===== src/rtl/alu_pkg.sv =====
// Shared ALU definitions: alu_control encodings, RV32 opcode constants and the
// ID/EX buffer state type. Used by the decode stage and by the ALU itself.
package alu_pkg;

  typedef enum logic [3:0] {
    ALU_ADD  = 4'b0000,
    ALU_SUB  = 4'b0001,
    ALU_AND  = 4'b0010,
    ALU_OR   = 4'b0011,
    ALU_XOR  = 4'b0100,
    ALU_SLL  = 4'b0101,
    ALU_SRL  = 4'b0110,
    ALU_SRA  = 4'b0111,
    ALU_SLT  = 4'b1000,
    ALU_SLTU = 4'b1001
  } alu_ctrl_e;

  localparam logic [6:0] OPC_OP     = 7'b0110011;
  localparam logic [6:0] OPC_OP_IMM = 7'b0010011;
  localparam logic [6:0] OPC_LUI    = 7'b0110111;
  localparam logic [6:0] OPC_AUIPC  = 7'b0010111;

  localparam logic [6:0] F7_BASE = 7'b0000000;
  localparam logic [6:0] F7_ALT  = 7'b0100000;

  typedef enum logic [1:0] {
    BUF_EMPTY = 2'd0,
    BUF_ONE   = 2'd1,
    BUF_TWO   = 2'd2
  } buf_state_e;

  // alt selects SUB over ADD and SRA over SRL; callers pass 0 where no alternate exists.
  function automatic alu_ctrl_e f3_to_ctrl(input logic [2:0] f3, input logic alt);
    alu_ctrl_e c;
    case (f3)
      3'b000:  c = alt ? ALU_SUB : ALU_ADD;
      3'b001:  c = ALU_SLL;
      3'b010:  c = ALU_SLT;
      3'b011:  c = ALU_SLTU;
      3'b100:  c = ALU_XOR;
      3'b101:  c = alt ? ALU_SRA : ALU_SRL;
      3'b110:  c = ALU_OR;
      default: c = ALU_AND;
    endcase
    return c;
  endfunction

endpackage


===== src/rtl/alu_op_decode.sv =====
// Combinational RV32I ALU-op decode (OP, OP-IMM, LUI, AUIPC).
// ALU_CTRL_ILLEGAL_EN exposes the illegal flag; otherwise it is tied low.
module alu_op_decode #(
  parameter int XLEN = 32
) (
  input  logic [31:0]     instr,
  input  logic [XLEN-1:0] pc,
  input  logic [XLEN-1:0] rs1_data,
  input  logic [XLEN-1:0] rs2_data,
  output logic [XLEN-1:0] alu_a,
  output logic [XLEN-1:0] alu_b,
  output logic [3:0]      alu_control,
  output logic [4:0]      rd,
  output logic            reg_write,
  output logic            illegal
);
  import alu_pkg::*;

  logic [6:0]         opcode;
  logic [2:0]         f3;
  logic [6:0]         f7;
  logic signed [11:0] imm_i;
  logic signed [31:0] imm_u;
  logic               ill;
  alu_ctrl_e          ctrl;
  logic [XLEN-1:0]    a;
  logic [XLEN-1:0]    b;

  always_comb begin
    opcode = instr[6:0];
    f3     = instr[14:12];
    f7     = instr[31:25];
    imm_i  = instr[31:20];
    imm_u  = {instr[31:12], 12'b0};
    ill    = 1'b0;
    ctrl   = ALU_ADD;
    a      = '0;
    b      = '0;
    case (opcode)
      OPC_OP: begin
        a    = rs1_data;
        b    = rs2_data;
        ctrl = f3_to_ctrl(f3, f7[5]);
        ill  = !((f7 == F7_BASE) || ((f7 == F7_ALT) && ((f3 == 3'b000) || (f3 == 3'b101))));
      end
      OPC_OP_IMM: begin
        a = rs1_data;
        if ((f3 == 3'b001) || (f3 == 3'b101)) begin
          b    = XLEN'(instr[24:20]);
          ctrl = f3_to_ctrl(f3, f7[5]);
          ill  = !((f7 == F7_BASE) || ((f3 == 3'b101) && (f7 == F7_ALT)));
        end else begin
          b    = XLEN'(imm_i);
          ctrl = f3_to_ctrl(f3, 1'b0);
        end
      end
      OPC_LUI: begin
        b = XLEN'(imm_u);
      end
      OPC_AUIPC: begin
        a = pc;
        b = XLEN'(imm_u);
      end
      default: ill = 1'b1;
    endcase

    // Illegal encodings leave the EX stage a harmless NOP.
    if (ill) begin
      ctrl = ALU_ADD;
      a    = '0;
      b    = '0;
    end
  end

  assign alu_a       = a;
  assign alu_b       = b;
  assign alu_control = ctrl;
  assign rd          = instr[11:7];
  assign reg_write   = !ill && (instr[11:7] != 5'd0);

`ifdef ALU_CTRL_ILLEGAL_EN
  assign illegal = ill;
`else
  assign illegal = 1'b0;
`endif

endmodule


===== src/rtl/id_ex_alu_ctrl.sv =====
// ID/EX boundary: decodes ALU control and holds results in a 2-entry
// output+skid buffer with registered in_ready (decode honours ALU_CTRL_ILLEGAL_EN).
module id_ex_alu_ctrl #(
  parameter int XLEN = 32
) (
  input  logic            clk,
  input  logic            rst,
  input  logic            in_valid,
  output logic            in_ready,
  input  logic [31:0]     instr,
  input  logic [XLEN-1:0] pc,
  input  logic [XLEN-1:0] rs1_data,
  input  logic [XLEN-1:0] rs2_data,
  output logic            out_valid,
  input  logic            out_ready,
  input  logic            flush,
  output logic [XLEN-1:0] alu_a,
  output logic [XLEN-1:0] alu_b,
  output logic [3:0]      alu_control,
  output logic [4:0]      rd,
  output logic            reg_write,
  output logic            illegal
);
  import alu_pkg::*;

  typedef struct packed {
    logic [XLEN-1:0] a;
    logic [XLEN-1:0] b;
    logic [3:0]      ctrl;
    logic [4:0]      rd;
    logic            rw;
    logic            ill;
  } entry_t;

  entry_t     dec_e;
  entry_t     out_q, out_d;
  entry_t     skid_q, skid_d;
  buf_state_e state_q, state_d;
  logic       in_ready_q, in_ready_d;
  logic       out_valid_q, out_valid_d;
  logic       accept, retire;

  alu_op_decode #(.XLEN(XLEN)) u_dec (
    .instr       (instr),
    .pc          (pc),
    .rs1_data    (rs1_data),
    .rs2_data    (rs2_data),
    .alu_a       (dec_e.a),
    .alu_b       (dec_e.b),
    .alu_control (dec_e.ctrl),
    .rd          (dec_e.rd),
    .reg_write   (dec_e.rw),
    .illegal     (dec_e.ill)
  );

  assign accept = in_valid && in_ready_q;
  assign retire = out_valid_q && out_ready;

  always_ff @(posedge clk) begin
    if (rst) begin
      state_q     <= BUF_EMPTY;
      in_ready_q  <= 1'b1;
      out_valid_q <= 1'b0;
      out_q       <= '0;
    end else begin
      state_q     <= state_d;
      in_ready_q  <= in_ready_d;
      out_valid_q <= out_valid_d;
      out_q       <= out_d;
    end
  end

  always_ff @(posedge clk) begin
    skid_q <= skid_d;
  end

  always_comb begin
    state_d = state_q;
    case (state_q)
      BUF_EMPTY: if (accept) state_d = BUF_ONE;
      BUF_ONE: begin
        if (accept && !retire)      state_d = BUF_TWO;
        else if (!accept && retire) state_d = BUF_EMPTY;
      end
      BUF_TWO: if (retire) state_d = BUF_ONE;
      default: state_d = BUF_EMPTY;
    endcase
    if (flush) state_d = BUF_EMPTY;
  end

  // Payload movement; a flush freezes the registers and lets out_valid drop.
  always_comb begin
    out_d  = out_q;
    skid_d = skid_q;
    if (!flush) begin
      case (state_q)
        BUF_EMPTY: if (accept) out_d = dec_e;
        BUF_ONE: begin
          if (accept && retire) out_d  = dec_e;
          else if (accept)      skid_d = dec_e;
        end
        BUF_TWO: if (retire) out_d = skid_q;
        default: ;
      endcase
    end
    out_valid_d = (state_d != BUF_EMPTY);
    in_ready_d  = (state_d != BUF_TWO);
  end

  assign in_ready    = in_ready_q;
  assign out_valid   = out_valid_q;
  assign alu_a       = out_q.a;
  assign alu_b       = out_q.b;
  assign alu_control = out_q.ctrl;
  assign rd          = out_q.rd;
  assign reg_write   = out_q.rw;
  assign illegal     = out_q.ill;

endmodule


===== config.mk =====
export PLATFORM = sky130hd
export DESIGN_NAME = id_ex_alu_ctrl
export DESIGN_NICKNAME = d
export VERILOG_FILES = /design/src/rtl/alu_pkg.sv /design/src/rtl/alu_op_decode.sv /design/src/rtl/id_ex_alu_ctrl.sv
export SDC_FILE = /design/constraint.sdc
export NUM_CORES = 1
export LEC_CHECK = 0
export ABC_AREA = 1
export ABC_CLOCK_PERIOD_IN_PS = 6000
export BUFFER_PORTS_ARGS = -buffer_cell sky130_fd_sc_hd__buf_4
export CAP_MARGIN = 20
export CELL_PAD_IN_SITES_DETAIL_PLACEMENT = 0
export CELL_PAD_IN_SITES_GLOBAL_PLACEMENT = 1
export CORE_ASPECT_RATIO = 1.5
export CORE_MARGIN = 2
export CORE_UTILIZATION = 38
export DETAILED_ROUTE_END_ITERATION = 10
export GPL_TIMING_DRIVEN = 1
export HOLD_SLACK_MARGIN = 0.1
export PLACE_DENSITY_LB_ADDON = 0.1
export RECOVER_POWER = 50
export SLEW_MARGIN = 20
export SYNTH_ARGS = -nofsm -noshare
export SYNTH_HDL_FRONTEND = slang
export SYNTH_SLANG_ARGS = --single-unit

===== constraint.sdc =====
create_clock -name clk -period 6 [get_ports clk]
set_clock_uncertainty 0.15 [all_clocks]
set_input_delay 1.2 -clock clk [delete_from_list [all_inputs] [get_ports clk]]
set_output_delay 1.2 -clock clk [all_outputs]
set_load 0.02 [all_outputs]

Word-level counts from Yosys, hierarchy flattened
Index checks and enable logic that the tools add are counted.

$add $sub $neg: 0. Multiply operators: 0. Divide/modulo/power cells: 0. $lt $le $gt $ge: 0. Equality and inequality tests: 17. Shifts and indexed selects: 0. Mux-type cells: 24. Bitwise gates (word level): 2. Reductions and logical operators: 27.

Operators with widths (number): two-way mux 75 bit (3); case mux 75 bit (3 select lines) (1); two-way mux 32 bit (3); case mux 32 bit (3 select lines) (1); case mux 32 bit (2 select lines) (1); case mux 4 bit (7 select lines) (2); equality test 7 x 6 -> 1 bit (second input constant) (3); equality test 7 x 5 -> 1 bit (second input constant) (2); two-way mux 2 bit (5); equality test 3 bit (second input constant) (3); logical AND 1 bit (8); two-way mux 4 bit (2); != test 2 bit (second input constant) (4); case mux 4 bit (2 select lines) (1); zero test 7 bit (1); equality test 3 x 2 -> 1 bit (second input constant) (2); case mux 2 bit (3 select lines) (1); zero test 1 bit (5); AND reduction 5 bit (1); nonzero test 5 bit (1); logical OR 1 bit (4); AND reduction 4 bit (1); OR reduction 2 bit (2); equality test 3 x 1 -> 1 bit (second input constant) (1); 9 further kinds (12).

Register bits: 153. Bits in latches: 0. Memory bits (writable): 0. Bits in read-only memories: 0. Input bits: 133. Word-level logic and storage cells: 84. Memories: 0.

Logic depth before layout (Yosys ltp)
Gate-level depths: netlist of run 1.

Depth in word-level cells: 10. Gate-level depth with buffers: 10. Depth with buffers taken out: 9.

Cells and area by module
Synthesis of run 1 repeated with hierarchy kept, for this count alone.

Cells, all modules: 1251. Area, all modules: 8528.2 µm².

By module, submodules not included: id_ex_alu_ctrl (times used 1, cells an instance 839, area each 6745.2 µm²); alu_op_decode (times used 1, cells an instance 412, area each 1783.0 µm²).

Least setup slack after synthesis of run 1
OpenSTA, ideal clock, no wires.

Kind: in2reg. Start point: input port out_ready. End point: register skid_q[10] in the netlist's numbering (enable). Arrival time: 4.615 ns. Required time: 5.343 ns. Path slack: 0.728 ns. Cell stages on the path: 5. Path buffers: 0. Path through: nand2_1 > inv_1 > nor2_1 > nand3_1 > nor2_1.

Cells in the longest elaborated chain, start to end: 4.

RTL lines: start, declared (RTL line id_ex_alu_ctrl.sv:15) `input logic out_ready,`; logical AND 1 bit (RTL line id_ex_alu_ctrl.sv:57) `assign retire = out_valid_q && out_ready;`; logical AND 1 bit (RTL line id_ex_alu_ctrl.sv:99) `if (accept && retire) out_d = dec_e;`; NOT 1 bit (no line); AND reduction 4 bit (no line); end signal, assigned (RTL line id_ex_alu_ctrl.sv:74) `skid_q <= skid_d;`; end, declared (RTL line id_ex_alu_ctrl.sv:37) `entry_t skid_q, skid_d;`.

No other way between the ends. A chain may end at the register's enable or synchronous reset.

Worst setup path in the final report of run 1
Start point: input port out_ready. End point: register skid_q[40] in the netlist's numbering (enable).

Same word-level chain as after synthesis.

==> flow_summary.yaml, run 1 <==
status:
  status: "finished, violations left"
  violations: "max-capacitance violations, max-slew violations"
route:
  vias: 7204
  first_pass_iters: 6
  vias_per_cell: 5.340
  routed_wl_um: 24890
  drc: 0
  post_drt_wl_per_cell_um: 18.45
  ant_nets: 0
  drt_iter0_markers: 502
power_and_ir_drop:
  p_per_area_mw_per_mm2: 270.4
  peakVddDrop_uv: 203.6
  p_leak_uw: 0.003676
sta:
  slew_violations: 76
  fin_crit_sh_pct: 62.53
  setup_ws_ns: 2.248
  rsz0062_at_grt: "false"
  fmax_ghz: 0.2665
  tightestPinTransition_ns: 2.338
  tns_ns: 0
  relSlewSlack_pct: -55.88
  hold_viol: 0
  period_minus_slack_ns: 3.752
  final-setup-viol-count: 0
final_layout:
  layout.nets: 1214
  fin_cells: 1349
  antenna_cells: 0
  utilization_pct: 49.06
  area_growth_pct: 26.50
  drive_above_1_share_pct: 16.83
clock_tree:
  cts_buffers: 17
  clk_pin_slew_ns: 0.06
  cts.sinks: 152
  hold_buffers: 0
  cts_root_buf: "clkbuf_16"
  cts_tree: "done"
  cts.htree.levels: 4
  clk_latency_ns: 0.42
  clk_path_buf_depth: 2
  cts_resized: 0
  post_cts_buffers: 0
die:
  core.rowCount: 62
  die_h_um: 175.3
  initial_utilization_pct: 38.78
  core-area_mm2: 0.01916
  die_w_um: 118.2
  dieArea_mm2: 0.02071
  io_pins: 210
logic_synthesis:
  netlist_instances: 923
  ys_seq_area_share_pct: 50.92
  synth.distinct_cells: 23
  syn-num-nets: 1056
  netlist_area_mm2: 0.007431
  ys_seq_elements: 152
  synth_area_per_cell_um2: 8.051
  synth-warning-count: 0
worst_setup_path:
  cp-end-kind: "register"
  arrival_ns: 3.59
  cp_max_fo: 37
  required_ns: 5.84
  r2r_cells: 6
  critical_path_class: "primary input to register"
  start_kind: "primary input"
job:
  cap_violations: 2
global_routing:
  antenna_found_initial: 0
  overflow: 0
  grt_pass1_vias: 7343
  grt_max_degree: 76
  track_usage_pct: 24.07
  grt_pass1_wl_um: 39280
place:
  dp.final_hpwl_um: 15120
  place_inst: 1318
  port_buffers: 208
  place.gp.congestion: 0.8924
  pre_cts_ws_ns: 1.885
min_path:
  hold-path-cell-count: 2
  hp-class: "register to register"
-- layout make-up --
type,instances,area (µm²)
fill,1995,9761
sequential,152,3784
inverter,89,334.1
multi-input combinational,600,3003
clock inverter,12,178.9
tap,256,320.3
clock buffer,19,432.9
timing repair buffer,221,1348
-- metal layers --
layer	up-vias	wire length [µm]	global-route usage, %
met3	26	1250	5.227
li1	3556	-	-
met4	0	441	7.078
met2	222	13000	44.12
met1	3400	10190	27.93
met5	-	0	0
-- where the power goes --
| part | total [µW] | switching, µW | internal, µW | leakage [µW] |
|---|---|---|---|---|
| Clock | 1120 | 428 | 693 | 0.000279 |
| Sequential | 1140 | 18.5 | 1120 | 0.00147 |
| Combinational | 283 | 180 | 103 | 0.00193 |
-- flip-flops by register name (all words and copies together) (netlist names) --
signal,cells
out_valid,1
alu_b,32
alu_control,4
alu_a,32
rd,5
state_q,2
in_ready,1
skid_q,74
reg_write,1
-- Yosys cell counts (all sizes together) --
cell,n,area share (%)
a21oi,154,10
o21ai,109,7.3
nand2,97,4.9
inv,89,4.5
dfxtp,78,21
nand4,76,6.4
edfxtp,74,30
nand3,72,4.9
nor2,61,3.2
clkbuf,54,2.7
buf,28,2.1
a31oi,26,2.2
nor3,4,0.27
conb,1,0.050
-- worst paths after layout --
| path | start | to | slack, ns |
|---|---|---|---|
| min reg2reg | skid_q[16]$_DFFE_PP_ | alu_b[5]$_SDFFE_PP0P_ | 0.38 |
| min | skid_q[16]$_DFFE_PP_ | alu_b[5]$_SDFFE_PP0P_ | 0.38 |
| max reg2reg | state_q[1]$_SDFF_PP0_ | skid_q[40]$_DFFE_PP_ | 2.76 |
| max | out_ready | skid_q[40]$_DFFE_PP_ | 2.25 |
-- cells in the final DEF (no fill, tap or decap), drive strengths merged --
cell type / count
nand4: 76
a31oi: 26
dfxtp: 78
edfxtp: 74
o21ai: 109
clkinvlp: 5
inv: 89
clkinv: 3
nor2: 61
buf: 137
conb: 1
a21oi: 154
clkbuf: 103
nand3: 72
nor3: 4
bufinv: 4
nand2: 97
-- stage by stage --
step / cell area (µm²) / hold WS (ns) / power [µW]
after floorplan: 7431 / 0.3507 / 1304
after global placement: 9097 / 0.3547 / 1475
after detailed placement: 9100 / 0.3674 / 1475
after CTS: 9712 / 0.3806 / 2596
after global routing: 9400 / 0.3851 / 2642
final: 9400 / 0.3770 / 2541
-- cell families (layout without fill, tap and decap cells) --
family | after synthesis | after routing | share of synthesized area, %
compound gates | 289 | 289 | 19.95
buf+inv | 171 | 341 | 9.345
flops | 152 | 152 | 50.92
other cells | 1 | 1 | 0.05047
simple gates | 310 | 310 | 19.73
-- critical path, cell delays in order --
cell and delay [ns]:
clkbuf_4 0.11, nand2_1 0.10, inv_1 0.05, nor2_1 0.15
nand3_1 0.16, nor2_4 0.12, clkbuf_1 1.66
Power figures use the tool's default switching activity.
==> run 2: changes to the inputs <==
ABC_CLOCK_PERIOD_IN_PS = 3700   (was 6000)
clock period = 3.7 ns   (was 6 ns; I/O delays follow)
==> flow_summary.yaml, run 2 (synthesis results as in run 1) <==
final_layout:
  antenna_cells: 0
  area_growth_pct: 28.09
  largest_register: "skid_q"
  fillCellCount: 1974
  seqCellArea_mm2: 0.003784
  largest_register_ffs: 74
  layout.nets: 1224
  fin_cells: 1360
  finalInstanceArea_mm2: 0.009518
  mostFrequentLayoutCells: "a21oi_1 (153), buf_4 (143), o21ai_0 (100)"
  multiInputGateArea_mm2: 0.002993
  drive_above_1_share_pct: 17.84
  layout_commonest_cell: "a21oi_1"
global_routing:
  track_usage_pct: 24.27
  antenna_found_initial: 0
  overflow: 0
  grt_pass1_wl_um: 39650
  grt_max_degree: 75
  grt_pass1_vias: 7340
worst_setup_path:
  crit_slowest_cell: "clkbuf_2"
  critical_path_class: "register to register"
  critPathMostFrequentCell: "a21oi_1"
  cp_max_fo: 74
  slowest_delay_ns: 1.36
  crit_chain: "inv_1 -> nor2_1 -> clkbuf_2 -> a21oi_1 -> a21oi_1"
  critPathBufInv: 2
  cp-end-kind: "register"
  r2r_cells: 5
  critPathCapture: "alu_a[28]$_SDFFE_PP0P_"
  required_ns: 3.90
  critPathTopFamily: "buffers and inverters"
  arrival_ns: 2.90
  reg2reg_from: "state_q[1]$_SDFF_PP0_"
  r2r_end: "alu_a[28]$_SDFFE_PP0P_"
  start_kind: "register"
  crit_cells: 5
  startpoint: "state_q[1]$_SDFF_PP0_"
  r2r_slack_ns: 0.99
die:
  initial_utilization_pct: 38.78
  die_h_um: 175.3
  core-area_mm2: 0.01916
  die_w_um: 118.2
  io_pins: 210
  dieArea_mm2: 0.02071
  core.rowCount: 62
sta:
  tns_ns: 0
  final-setup-viol-count: 0
  rsz0062_at_grt: "false"
  period_minus_slack_ns: 2.707
  slew_violations: 75
  fmax_ghz: 0.3694
  fin_crit_sh_pct: 73.17
  relSlewSlack_pct: -19.55
  tightestPinTransition_ns: 1.793
  whs_ns: 0.3644
  hold_viol: 0
clock_tree:
  clk_pin_slew_ns: 0.06
  cts_tree: "done"
  cts.sinks: 152
  post_cts_buffers: 0
  cts_buffers: 17
  clk_path_buf_depth: 2
  cts.htree.levels: 4
  cts_resized: 0
  cts_root_buf: "clkbuf_16"
  clk_latency_ns: 0.42
  hold_buffers: 0
min_path:
  hp-class: "primary input to register"
place:
  dp.final_hpwl_um: 16040
  place_inst: 1328
  port_buffers: 208
  place.gp.congestion: 0.8820
  postPlaceCellArea_mm2: 0.009235
route:
  post_drt_wl_per_cell_um: 18.44
  vias_per_cell: 5.404
  drc: 0
  routed_wl_um: 25080
  first_pass_iters: 5
  vias: 7349
  ant_nets: 0
  drt_iter0_markers: 439
power_and_ir_drop:
  p_leak_uw: 0.003756
  p_per_area_mw_per_mm2: 434.5
  peakVddDrop_uv: 243.9
status:
  status: "finished, violations left"
  violations: "max-capacitance violations, max-slew violations"
job:
  cap_violations: 1
run 2: worst min path at each step:
stage / startpoint / to / cells after the start
after CTS: instr[9] / skid_q[4]$_DFFE_PP_ / 1
after detailed placement: skid_q[45]$_DFFE_PP_ / alu_a[2]$_SDFFE_PP0P_ / 2
after global routing: rst / state_q[0]$_SDFF_PP0_ / 2
after global placement: skid_q[40]$_DFFE_PP_ / alu_b[29]$_SDFFE_PP0P_ / 2
final: rst / out_valid$_SDFF_PP0_ / 2
after floorplan: skid_q[11]$_DFFE_PP_ / alu_b[0]$_SDFFE_PP0P_ / 2
run 2: where the power goes:
| group | switching, µW | total [µW] | internal [µW] |
|---|---|---|---|
| clock network | 733 | 1820 | 1090 |
| logic | 295 | 469 | 174 |
| registers | 29.5 | 1840 | 1810 |
| total | 1060 | 4140 | 3080 |
run 2: cell type report:
class                           count  area share [%]
Timing Repair Buffer              231           15.50
Clock buffer                       20           4.693
Tap cell                          256           3.365
Multi-Input combinational cell    600           31.44
Sequential cell                   152           39.75
Clock inverter                     12           1.735
Inverter                           89           3.510
run 2: metal layers:
metal / vias to the layer above / track usage (%) / share of wire, %
met3: 31 / 4.513 / 5.2
met2: 265 / 44.00 / 52
li1: 3582 / - / -
met4: 0 / 7.731 / 2.1
met5: - / 0 / 0
met1: 3471 / 28.83 / 40
run 2: through the flow:
step | total power, µW | worst slack, ns | utilization, %
CTS | 4216 | 1.252 | 51.39
finish | 4136 | 0.9929 | 49.67
detailed placement | 2402 | 0.8081 | 48.20
floorplan | 2114 | 0.1237 | -
global route | 4277 | 0.8462 | 49.67
global placement | 2404 | 0.8692 | 48.20
==> run 3: changes to the inputs <==
ABC_CLOCK_PERIOD_IN_PS = 2800   (was 3700)
clock period = 2.8 ns   (was 3.7 ns; I/O delays follow)
==> flow_summary.yaml, run 3 (synthesis results as in run 1) <==
status:
  status: "complete, no violations"
clock_tree:
  cts.sinks: 152
  hold_buffers: 0
  clk_pin_slew_ns: 0.06
  cts_root_buf: "clkbuf_16"
  cts_resized: 0
  cts.htree.levels: 4
  clk_path_buf_depth: 2
  clk_latency_ns: 0.42
  cts_buffers: 17
  cts_tree: "done"
  post_cts_buffers: 0
power_and_ir_drop:
  fin_total_pwr_uw: 5320
  p_int_uw: 3951
  p_leak_uw: 0.003756
  p_seq_share_pct: 45.8
  peakVddDrop_uv: 313.6
  p_comb_share_pct: 11.6
  p_sw_share_pct: 25.72
  p_per_area_mw_per_mm2: 557.9
  power_frac_clock_pct: 42.6
  p_sw_uw: 1369
place:
  port_buffers: 208
  dp.final_hpwl_um: 15980
  pre_cts_ws_ns: 0.2873
  postPlaceCellArea_mm2: 0.009293
  place.gp.congestion: 0.9304
sta:
  relSlewSlack_pct: 50.44
  rsz0062_at_grt: "false"
  slew_violations: 0
  period_minus_slack_ns: 2.284
  hold_viol: 0
  fmax_ghz: 0.4379
  final-setup-viol-count: 0
  tightestPinTransition_ns: 0.7434
  setup_ws_ns: 0.5161
  fin_crit_sh_pct: 81.57
  tns_ns: 0
worst_setup_path:
  critical_path_class: "primary input to register"
  start_kind: "primary input"
  required_ns: 2.92
  critPathBufInv: 5
  cp-end-kind: "register"
  crit_slowest_cell: "clkbuf_2"
  cp_max_fo: 25
  critPathTopFamily: "buffers and inverters"
  slowest_delay_ns: 0.50
  arrival_ns: 2.40
  crit_chain: "clkbuf_1 -> inv_1 -> nand2_1 -> nor2_4 -> clkbuf_2 -> nand3_1 -> clkbuf_1 -> o21ai_0 -> inv_1 -> nor2_1"
final_layout:
  drive_above_1_share_pct: 17.48
  fillCellCount: 1983
  mostFrequentLayoutCells: "a21oi_1 (153), buf_4 (138), o21ai_0 (100)"
  utilization_pct: 49.76
  antenna_cells: 0
  area_growth_pct: 28.32
  layout.nets: 1225
  largest_register: "skid_q"
  layout_commonest_cell: "a21oi_1"
  finalInstanceArea_mm2: 0.009535
  largest_register_ffs: 74
route:
  ant_nets: 0
  routed_wl_um: 24960
  post_drt_wl_per_cell_um: 18.35
  drt_iter0_markers: 513
  vias: 7347
  vias_per_cell: 5.402
  first_pass_iters: 5
  drc: 0
global_routing:
  antenna_found_initial: 0
  overflow: 0
  grt_pass1_vias: 7499
  grt_max_degree: 76
  grt_pass1_wl_um: 39900
  track_usage_pct: 24.41
die:
  io_pins: 210
  initial_utilization_pct: 38.78
  core-area_mm2: 0.01916
  core.rowCount: 62
  die_h_um: 175.3
  dieArea_mm2: 0.02071
  die_w_um: 118.2
min_path:
  hp-class: "primary input to register"
job:
  cap_violations: 0
## run 3: changes by cell type in the layout (fill, tap and decap cells not counted), sizes merged
cell    previous run  this run
clkinv             2         3
bufinv             3         2
buf              147       146
clkbuf           104       105
## run 3: layer usage
layer / routed length, µm / vias up / global-route usage (%)
met1: 9957 / 3472 / 28.26
met4: 604 / 0 / 9.538
met3: 1353 / 34 / 4.773
met2: 13050 / 261 / 44.08
li1: - / 3580 / -
met5: 0 / - / 0
## run 3: per-stage QoR
step / std cells / hold WS (ns)
after floorplan: 923 / 0.3507
after global placement: 1329 / 0.3561
after detailed placement: 1329 / 0.3660
after CTS: 1360 / 0.1585
after global routing: 1360 / 0.1635
final: 1360 / 0.1785
## run 3: worst paths after layout
kind | start | endpoint | slack (ns) | cells after the start
hold reg to reg | skid_q[54]$_DFFE_PP_ | alu_a[11]$_SDFFE_PP0P_ | 0.38 | 2
setup reg to reg | state_q[1]$_SDFF_PP0_ | rd[1]$_SDFFE_PP0P_ | 0.55 | 9
hold / removal | rst | out_valid$_SDFF_PP0_ | 0.18 | 2
setup / recovery | instr[2] | skid_q[22]$_DFFE_PP_ | 0.52 | 10
## run 3: cell type report
type | count | area, µm² | area share [%]
Timing Repair Buffer | 232 | 1525 | 16.00
Inverter | 89 | 334.1 | 3.503
Multi-Input combinational cell | 600 | 2995 | 31.41
Tap cell | 256 | 320.3 | 3.359
Clock buffer | 19 | 432.9 | 4.540
Sequential cell | 152 | 3784 | 39.68
Clock inverter | 12 | 143.9 | 1.509
## run 3: worst reg2reg max path, delay by kind of cell, from the launching register on
| kind | cells | cell delay [ns] |
|---|---|---|
| buffers and inverters | 3 | 1.00 |
| AND/OR/NAND/NOR | 4 | 0.39 |
| AO/OA/AOI/OAI | 2 | 0.29 |
| flip-flops | 1 | 0.34 |
## run 3: power by group through the flow
stage                     logic (µW)  clock network, µW  registers (µW)
final                            619               2260            2440
after global routing             679               2400            2440
after CTS                        692               2320            2440
after detailed placement         690                  0            2490
after global placement           689                  0            2490
after floorplan                  222                  0            2570
